**src/rtl/level_pkg.sv**
```systemverilog
// Shared types and constants for the level tracker: FSM state encoding, level width,
// default win level and the saturating level increment.
package level_pkg;

  localparam int unsigned LVL_W       = 3;
  localparam int unsigned MAX_LVL_DEF = 5;

  typedef enum logic [1:0] {
    StIdle = 2'd0,
    StPlay = 2'd1,
    StCool = 2'd2,
    StWin  = 2'd3
  } state_e;

  function automatic logic [LVL_W-1:0] lvl_inc_sat(input logic [LVL_W-1:0] lvl,
                                                   input logic [LVL_W-1:0] max_lvl);
    return (lvl < max_lvl) ? lvl + 1'b1 : max_lvl;
  endfunction

endpackage

```
**src/rtl/debounce_sync.sv**
```systemverilog
// Two-flop synchroniser, stability-counter debouncer and rising-edge pulse for one button.
// A button already held when reset releases must be seen released before it may pulse.
module debounce_sync
  import level_pkg::*;
#(
  parameter int unsigned DEB_CYCLES = 250000
) (
  input  logic clk,
  input  logic rst_n,
  input  logic raw,
  output logic pulse
);

  localparam int unsigned CntW = (DEB_CYCLES > 1) ? $clog2(DEB_CYCLES) : 1;
  localparam logic [CntW-1:0] CntLast = CntW'(DEB_CYCLES - 1);

  logic [1:0]      sync_q;
  logic [1:0]      vld_q;
  logic [CntW-1:0] cnt_q, cnt_d;
  logic            deb_q, deb_d;
  logic            deb_prev_q;
  logic            arm_q, arm_d;
  logic            pulse_q, pulse_d;

  always_comb begin
    cnt_d = cnt_q;
    deb_d = deb_q;
    if (sync_q[1] == deb_q) begin
      cnt_d = '0;
    end else if (cnt_q == CntLast) begin
      deb_d = sync_q[1];
      cnt_d = '0;
    end else begin
      cnt_d = cnt_q + 1'b1;
    end
  end

  // vld_q marks when the synchroniser holds real samples rather than reset zeros
  always_comb begin
    arm_d   = arm_q | (vld_q[1] & ~sync_q[1] & ~deb_q);
    pulse_d = arm_q & deb_q & ~deb_prev_q;
  end

  always_ff @(posedge clk or negedge rst_n) begin
    if (!rst_n) begin
      sync_q     <= '0;
      vld_q      <= '0;
      cnt_q      <= '0;
      deb_q      <= 1'b0;
      deb_prev_q <= 1'b0;
      arm_q      <= 1'b0;
      pulse_q    <= 1'b0;
    end else begin
      sync_q     <= {sync_q[0], raw};
      vld_q      <= {vld_q[0], 1'b1};
      cnt_q      <= cnt_d;
      deb_q      <= deb_d;
      deb_prev_q <= deb_q;
      arm_q      <= arm_d;
      pulse_q    <= pulse_d;
    end
  end

  assign pulse = pulse_q;

endmodule

```
**src/rtl/level_tracker.sv**
```systemverilog
// Game-progress controller: debounced buttons, timing-window judging, level 0..MAX_LVL with
// cooldown and win hold. Define LVL_DECAY_EN to make a miss step the level down by one.
module level_tracker
  import level_pkg::*;
#(
  parameter int unsigned DEB_CYCLES  = 250000,
  parameter int unsigned COOL_CYCLES = 12500000,
  parameter int unsigned MAX_LVL     = MAX_LVL_DEF
) (
  input  logic             clk,
  input  logic             rst_n,
  input  logic             btn_raw,
  input  logic             start_raw,
  input  logic             window,
  output logic [LVL_W-1:0] Lvl,
  output logic             win,
  output logic             press_pulse
);

  localparam int unsigned CoolW = (COOL_CYCLES > 1) ? $clog2(COOL_CYCLES) : 1;
  localparam logic [CoolW-1:0] CoolLoad = CoolW'(COOL_CYCLES - 1);
  localparam logic [LVL_W-1:0] MaxLvl   = LVL_W'(MAX_LVL);

  if (MAX_LVL == 0 || MAX_LVL >= (1 << LVL_W)) begin : g_bad_max_lvl
    $error("MAX_LVL must be in 1..%0d", (1 << LVL_W) - 1);
  end

  // Async assert, synchronous release
  logic [1:0] rst_sync_q;
  logic       rst_int_n;

  always_ff @(posedge clk or negedge rst_n) begin
    if (!rst_n) begin
      rst_sync_q <= '0;
    end else begin
      rst_sync_q <= {rst_sync_q[0], 1'b1};
    end
  end

  assign rst_int_n = rst_sync_q[1];

  logic btn_p;
  logic start_p;

  debounce_sync #(
    .DEB_CYCLES(DEB_CYCLES)
  ) u_btn_deb (
    .clk  (clk),
    .rst_n(rst_int_n),
    .raw  (btn_raw),
    .pulse(btn_p)
  );

  debounce_sync #(
    .DEB_CYCLES(DEB_CYCLES)
  ) u_start_deb (
    .clk  (clk),
    .rst_n(rst_int_n),
    .raw  (start_raw),
    .pulse(start_p)
  );

  function automatic logic [LVL_W-1:0] judge(input logic [LVL_W-1:0] lvl, input logic hit);
    if (hit) begin
      return lvl_inc_sat(lvl, MaxLvl);
    end
`ifdef LVL_DECAY_EN
    return (lvl == '0) ? '0 : lvl - 1'b1;
`else
    return '0;
`endif
  endfunction

  state_e           state_q;
  logic [LVL_W-1:0] lvl_q;
  logic [LVL_W-1:0] lvl_nxt;
  logic             win_q;
  logic             press_q;
  logic [CoolW-1:0] cool_q;

  assign lvl_nxt = judge(lvl_q, window);

  always_ff @(posedge clk or negedge rst_int_n) begin
    if (!rst_int_n) begin
      state_q <= StIdle;
      lvl_q   <= '0;
      win_q   <= 1'b0;
      press_q <= 1'b0;
      cool_q  <= '0;
    end else begin
      press_q <= 1'b0;
      case (state_q)
        StIdle: begin
          lvl_q <= '0;
          if (start_p) begin
            state_q <= StPlay;
          end
        end
        StPlay: begin
          // start_p outranks a coincident press, which is dropped
          if (start_p) begin
            lvl_q  <= '0;
            cool_q <= '0;
          end else if (btn_p) begin
            lvl_q   <= lvl_nxt;
            press_q <= 1'b1;
            if (lvl_nxt == MaxLvl) begin
              state_q <= StWin;
              win_q   <= 1'b1;
            end else begin
              state_q <= StCool;
              cool_q  <= CoolLoad;
            end
          end
        end
        StCool: begin
          if (start_p) begin
            lvl_q   <= '0;
            cool_q  <= '0;
            state_q <= StPlay;
          end else if (cool_q == '0) begin
            state_q <= StPlay;
          end else begin
            cool_q <= cool_q - 1'b1;
          end
        end
        StWin: begin
          if (start_p) begin
            lvl_q   <= '0;
            win_q   <= 1'b0;
            state_q <= StPlay;
          end else begin
            lvl_q <= MaxLvl;
            win_q <= 1'b1;
          end
        end
        default: begin
          state_q <= StIdle;
          lvl_q   <= '0;
          win_q   <= 1'b0;
        end
      endcase
    end
  end

  assign Lvl         = lvl_q;
  assign win         = win_q;
  assign press_pulse = press_q;

endmodule

```
**config.mk**
```make
export PLATFORM = sky130hd
export DESIGN_NAME = level_tracker
export DESIGN_NICKNAME = d
export VERILOG_FILES = /design/src/rtl/level_pkg.sv /design/src/rtl/debounce_sync.sv /design/src/rtl/level_tracker.sv
export SDC_FILE = /design/constraint.sdc
export NUM_CORES = 1
export LEC_CHECK = 0
export CORE_MARGIN = 5
export CORE_UTILIZATION = 35
export CTS_CLUSTER_SIZE = 16
export DETAILED_ROUTE_END_ITERATION = 7
export PLACE_DENSITY = 0.56
export SETUP_SLACK_MARGIN = 0.02
export SLEW_MARGIN = 10
export SYNTH_ARGS = -nofsm -noshare
export SYNTH_HDL_FRONTEND = slang
export SYNTH_SLANG_ARGS = --single-unit
```
**constraint.sdc**
```tcl
create_clock -name clk -period 4.5 [get_ports clk]
set_input_delay 0.9 -clock clk [delete_from_list [all_inputs] [get_ports clk]]
set_output_delay 0.9 -clock clk [all_outputs]
set_load 0.01 [all_outputs]
```
==> results.yml, run 1 <==
cts:
  clockRootBuffer: "clkbuf_16"
  post_cts_resized: 0
  cts_tree: "built"
  post-cts-setup-buffer-count: 0
  cts_num_sinks: 83
  clkLatencyLatePin_ns: 0.34
  hold_buffers: 0
  cts_buffers: 9
  path_clk_slew_ns: 0.06
  clock_path_buffers: 2
  htreeDepth: 3
power_and_ir_drop:
  ir_drop_uv: 184
  power.sequential.fraction_pct: 50.6
  p_per_area_nw_per_um2: 314
  pwr-share-comb_pct: 1.3
  finalPower_mw: 1.53
  clkPwrFrac_pct: 48.1
  power_leakage_nw: 1.97
  p_int_mw: 1.19
  sw_frac_of_total_pct: 21.9
  netSwitchingPower_mw: 0.334
sta:
  timing.final.crit_share_pct: 58.3
  maxSlewViolCount: 0
  tightest_slew_ns: 1.03
  finalHoldViolCount: 0
  skew_ns: 0.00579
  max_slew_margin_pct: 31.0
  fmax_ghz: 0.381
  setup_viol_count_final: 0
  setup_slack_ns: 1.88
  grt_setup_unrepaired: "no"
  tns_ns: 0
  fin_crit_ns: 2.62
critical_path:
  reg2reg_to: "state_q[0]"
  reg2reg_depth: 7
  r2r_setup_slack_ns: 2.07
  critPathCapture: "cool_q[2]"
  cp_max_fo: 22
  crit_arrival_ns: 2.85
  critPathKind: "in -> reg"
  cp-startpoint: "window"
  cp-end-kind: "register"
  critPathLaunchType: "input pin"
  cp.required_ns: 4.72
  r2r-start: "cool_q[0]"
drt:
  drt-vias-per-instance: 5.42
  dr_total_vias: 3377
  drt_iter0_markers: 247
  drt-total-wl_mm: 9.01
  drt-wirelength-per-cell_um: 14.5
  drc: 0
  drtAntennaViolNets: 0
  drt_first_pass_iters: 4
global_routing:
  grt_pass1_vias: 3278
  grt_pass1_wl_mm: 15.5
  grt_max_degree: 82
  overflow: 0
  grt_usage_pct: 13.0
  antenna_found_initial: 0
place:
  dp_worst_setup_slack_ns: 1.52
  detailed_place_hpwl_mm: 5.79
  gp_congestion: 0.831
  io_buffers: 9
  placed_area_sq_um: 4580
final_layout:
  regArea_sq_um: 2080
  finalInstanceArea_sq_um: 4870
  final_nets: 463
  fill_cells: 1193
  syn_to_final_growth_pct: 12.4
  multiInputGateArea_sq_um: 2110
  drive_gt1_share_pct: 7.91
  utilization_pct: 40.4
  insertedDiodeCount: 0
yosys:
  netlist_area_sq_um: 4340
  synth_top_cell_area_share_pct: 47.9
  synth_common_cells: "83 x dfrtp_1, 65 x nor2_1, 22 x nand3_1, 21 x a21oi_1, 21 x nand2_1"
  ys_warn_count: 0
  synth.yosys.seq_area_share_pct: 47.9
  avgSynthCellArea_sq_um: 9.76
  ys_seq_elements: 83
  synth.top_cells.by_area: "dfrtp_1 48%, nor2_1 5.6%, xor2_1 4.0%"
  synthArstFlopShare_pct: 100
  ys_types: 62
  netlist_instances: 444
  synth_top_area_cell: "dfrtp_1"
  synth_flop_cell: "dfrtp_1"
  synth_edf_count: 0
  yosysMostFrequentCell: "dfrtp_1"
die:
  initial_core_util_pct: 35.9
  ios: 10
  rows: 40
  die_y_um: 121
  die_w_um: 121
  coreArea_sq_um: 12100
  die_area_sq_um: 14700
min_path:
  hp-class: "reg -> reg"
  hp-start: "u_start_deb.vld_q[0]"
job:
  maxCapViolations: 0
status:
  status: "finished clean"
## flip-flops by register name, indices dropped and copies added, names as in the netlist
name / flops
u_btn_deb.arm_q: 1
u_start_deb.deb_prev_q: 1
press_pulse: 1
u_start_deb.pulse: 1
state_q: 2
rst_sync_q: 2
u_btn_deb.vld_q: 1
u_start_deb.deb_q: 1
u_start_deb.arm_q: 1
u_start_deb.cnt_q: 18
Lvl: 3
u_start_deb.sync_q: 2
u_btn_deb.deb_prev_q: 1
u_btn_deb.pulse: 1
win: 1
u_btn_deb.cnt_q: 18
u_start_deb.vld_q: 1
cool_q: 24
u_btn_deb.sync_q: 2
u_btn_deb.deb_q: 1
## per-stage QoR
stage / hold slack [ns] / std cells
4_1_cts: 0.351 / 623
2_1_floorplan: 0.331 / 445
3_5_place_dp: 0.336 / 607
3_3_place_gp: 0.332 / 607
6_report: 0.348 / 623
5_1_grt: 0.364 / 623
## power groups by stage
stage | logic [mW] | clock network (mW) | registers, mW
2_1_floorplan | 0.0145 | 0 | 0.783
3_3_place_gp | 0.0200 | 0 | 0.789
3_5_place_dp | 0.0204 | 0 | 0.789
4_1_cts | 0.0204 | 0.757 | 0.775
5_1_grt | 0.0231 | 0.785 | 0.778
6_report | 0.0198 | 0.735 | 0.774
## routing by layer
metal / track usage, % / part of all wire (%) / vias up
met3: 3.26 / 3.8 / 14
met1: 17.1 / 47 / 1671
met4: 5.25 / 1.7 / 0
met2: 20.4 / 47 / 62
met5: 0 / 0 / -
li1: - / - / 1630
## worst min path at each step
stage,to,cells past startpoint
finish,u_btn_deb.vld_q[1],0
global route,u_btn_deb.sync_q[1],0
CTS,u_btn_deb.vld_q[1],0
detailed placement,rst_sync_q[1],0
global placement,u_btn_deb.vld_q[1],0
floorplan,rst_sync_q[1],0
## critical path: stages
cell and delay [ns]:
clkdlybuf4s50_1 0.59, nand4bb_1 0.13, o2111ai_1 0.26, a21o_1 0.65, a21oi_1 0.10, o22a_1 0.21
## cell usage in the layout (no fill, tap or decap), types with 12 or more instances in the layout
cell / synthesis / layout
dfrtp_1: 83 / 82
nor2_1: 65 / 65
nand3_1: 22 / 22
nand2_1: 21 / 21
a21oi_1: 21 / 21
xor2_1: 20 / 20
inv_1: 17 / 17
a31oi_1: 15 / 15
nor3_1: 14 / 14
xnor2_1: 14 / 14
nand4_1: 12 / 12
## cells by family (layout without fill, tap and decap cells)
logic type	Yosys count	count (layout)	share of synthesized area, %
buffers and inverters	35	45	3.49
multiplexers	3	3	0.750
AO/OA/AOI/OAI	100	100	16.5
flip-flops	83	83	47.9
AND/OR/NAND/NOR	180	180	22.1
adder cells (fa/ha/maj)	8	8	2.31
XOR/XNOR	34	34	6.87
other	1	2	0.0865
## final cells by class
cell class                      count  share of cell area, %
Timing Repair Buffer               12                   2.31
Multi-Input combinational cell    327                   43.3
Clock inverter                      6                   1.34
Sequential cell                    83                   42.7
Tap cell                          168                   4.31
Clock buffer                       10                   4.70
Inverter                           17                   1.31
No activity file was read; power rests on OpenSTA's default activity.
==> inputs of run 2 (changes only) <==
Clock period 4.5 ns to 2.61 ns, I/O delays scaled along.
==> run 2 against run 1 <==
Total power up 65%. Utilization up 0.22 points. Clock-buffer cell count unchanged. Critical path depth unchanged. Clock skew about the same. Clock power up 58%. Via count up 0.65%. Highest routed layer unchanged. Sequential cell count unchanged. Critical endpoint is now cool_q[14].
==> results.yml, run 2 (synthesized netlist as in run 1, its figures left out) <==
critical_path:
  crit_arrival_ns: 2.53
  crit_chain: "ha_1 -> or3b_2 -> nand4_1 -> a2111oi_4 -> a41oi_1 -> a31oi_1"
  critPathLaunchType: "register"
  cp_max_fo: 9
  slowest_stage: "a2111oi_4"
  cp-end-kind: "register"
  cp.required_ns: 2.87
  max_stage_delay_ns: 0.66
  critPathKind: "reg -> reg"
drt:
  drt-wirelength-per-cell_um: 14.4
  drt_first_pass_iters: 5
  drt_iter0_markers: 212
  drt-total-wl_mm: 9.03
  drc: 0
  dr_total_vias: 3399
  drt-vias-per-instance: 5.40
  drtAntennaViolNets: 0
global_routing:
  grt_pass1_wl_mm: 15.9
  grt_usage_pct: 13.1
  grt_max_degree: 42
  grt_pass1_vias: 3277
  antenna_found_initial: 0
  overflow: 0
sta:
  tns_ns: 0
  fmax_ghz: 0.441
  skew_ns: 0.00611
  timing.final.crit_share_pct: 86.9
  fin_crit_ns: 2.27
  setup_slack_ns: 0.343
  grt_setup_unrepaired: "no"
  maxSlewViolCount: 0
  finalHoldViolCount: 0
  tightest_slew_ns: 0.772
  max_slew_margin_pct: 48.1
  setup_viol_count_final: 0
final_layout:
  insertedDiodeCount: 0
  syn_to_final_growth_pct: 13.0
  finalInstanceArea_sq_um: 4900
  final_cells: 629
  final_nets: 470
  largestRegisters: "cool_q x24, u_btn_deb.cnt_q x18, u_start_deb.cnt_q x18"
  regMostFlops: "cool_q"
  layout_common_cells: "82 x dfrtp_1, 65 x nor2_1, 22 x nand3_1"
  final_common_cell: "dfrtp_1"
  drive_gt1_share_pct: 9.11
  largest_register_ffs: 24
die:
  coreArea_sq_um: 12100
  die_y_um: 121
  ios: 10
  initial_core_util_pct: 35.9
  die_w_um: 121
  die_area_sq_um: 14700
  rows: 40
cts:
  clockRootBuffer: "clkbuf_16"
  cts_num_sinks: 83
  post_cts_resized: 0
  post-cts-setup-buffer-count: 0
  clkLatencyLatePin_ns: 0.33
  htreeDepth: 3
  path_clk_slew_ns: 0.06
  clock_path_buffers: 2
  cts_tree: "built"
  hold_buffers: 0
  cts_buffers: 9
power_and_ir_drop:
  p_per_area_nw_per_um2: 516
  power_leakage_nw: 1.98
  ir_drop_uv: 272
place:
  dpl.cell_count: 614
  placed_area_sq_um: 4630
  io_buffers: 9
  gp_congestion: 0.861
  dp_worst_setup_slack_ns: 0.298
  detailed_place_hpwl_mm: 6.09
status:
  status: "finished clean"
min_path:
  hp-class: "reg -> async"
job:
  maxCapViolations: 0
run 2: cell types whose count changed in the layout (fill, tap and decap cells not counted), sizes merged:
cell	before	now
clkinv	3	0
buf	3	10
bufinv	1	0
clkinvlp	1	4
run 2: routing by layer:
metal  part of all wire (%)  global-route usage (%)
met1                     50                    17.9
met2                     45                    20.2
met3                    4.0                    3.12
met4                    1.9                    4.83
met5                      0                       0
run 2: layout make-up:
| cell class | instances | area, sq um |
|---|---|---|
| Clock inverter | 5 | 38.8 |
| Tap cell | 168 | 210 |
| Fill cell | 1183 | 7160 |
| Multi-Input combinational cell | 327 | 2110 |
| Inverter | 17 | 63.8 |
| Timing Repair Buffer | 19 | 165 |
| Clock buffer | 10 | 229 |
| Sequential cell | 83 | 2080 |
run 2: final timing paths:
path	startpoint	to	slack (ns)	depth (start not counted)
setup reg to reg	Lvl[0]	cool_q[14]	0.34	6
hold reg to reg	rst_sync_q[1]	state_q[0]	0.31	0
min in group clk	u_btn_deb.sync_q[0]	u_btn_deb.sync_q[1]	0.35	0
setup / recovery	Lvl[0]	cool_q[14]	0.34	6
hold / removal	rst_sync_q[1]	state_q[0]	0.31	0
max in group asynchronous	rst_sync_q[1]	u_btn_deb.cnt_q[15]	1.64	1
run 2: report_power, final:
group	internal (mW)	switching (mW)	total (mW)
Clock	0.642	0.513	1.16
Combinational	0.0182	0.0320	0.0502
Sequential	1.30	0.0225	1.32
Total	1.96	0.568	2.53
run 2: metrics by stage:
step                      hold WS, ns  utilization [%]  total power, mW
after global routing            0.353             40.6             2.63
after global placement          0.333             38.4             1.40
after floorplan                 0.226                -             1.38
after detailed placement        0.336             38.4             1.40
after CTS                       0.338             40.6             2.57
final                           0.307             40.6             2.53
run 2: critical path, delay by kind of cell (launching register included):
family	cells	cell delay, ns
compound gates	3	1.01
fa+ha+maj	1	0.39
flops	1	0.47
simple gates	2	0.33
==> inputs of run 3 (changes only) <==
Settings changed: SLEW_MARGIN 10 to 40.
==> results of run 3 <==
Same layout as run 2: the final DEF is identical, and so are final timing and power.
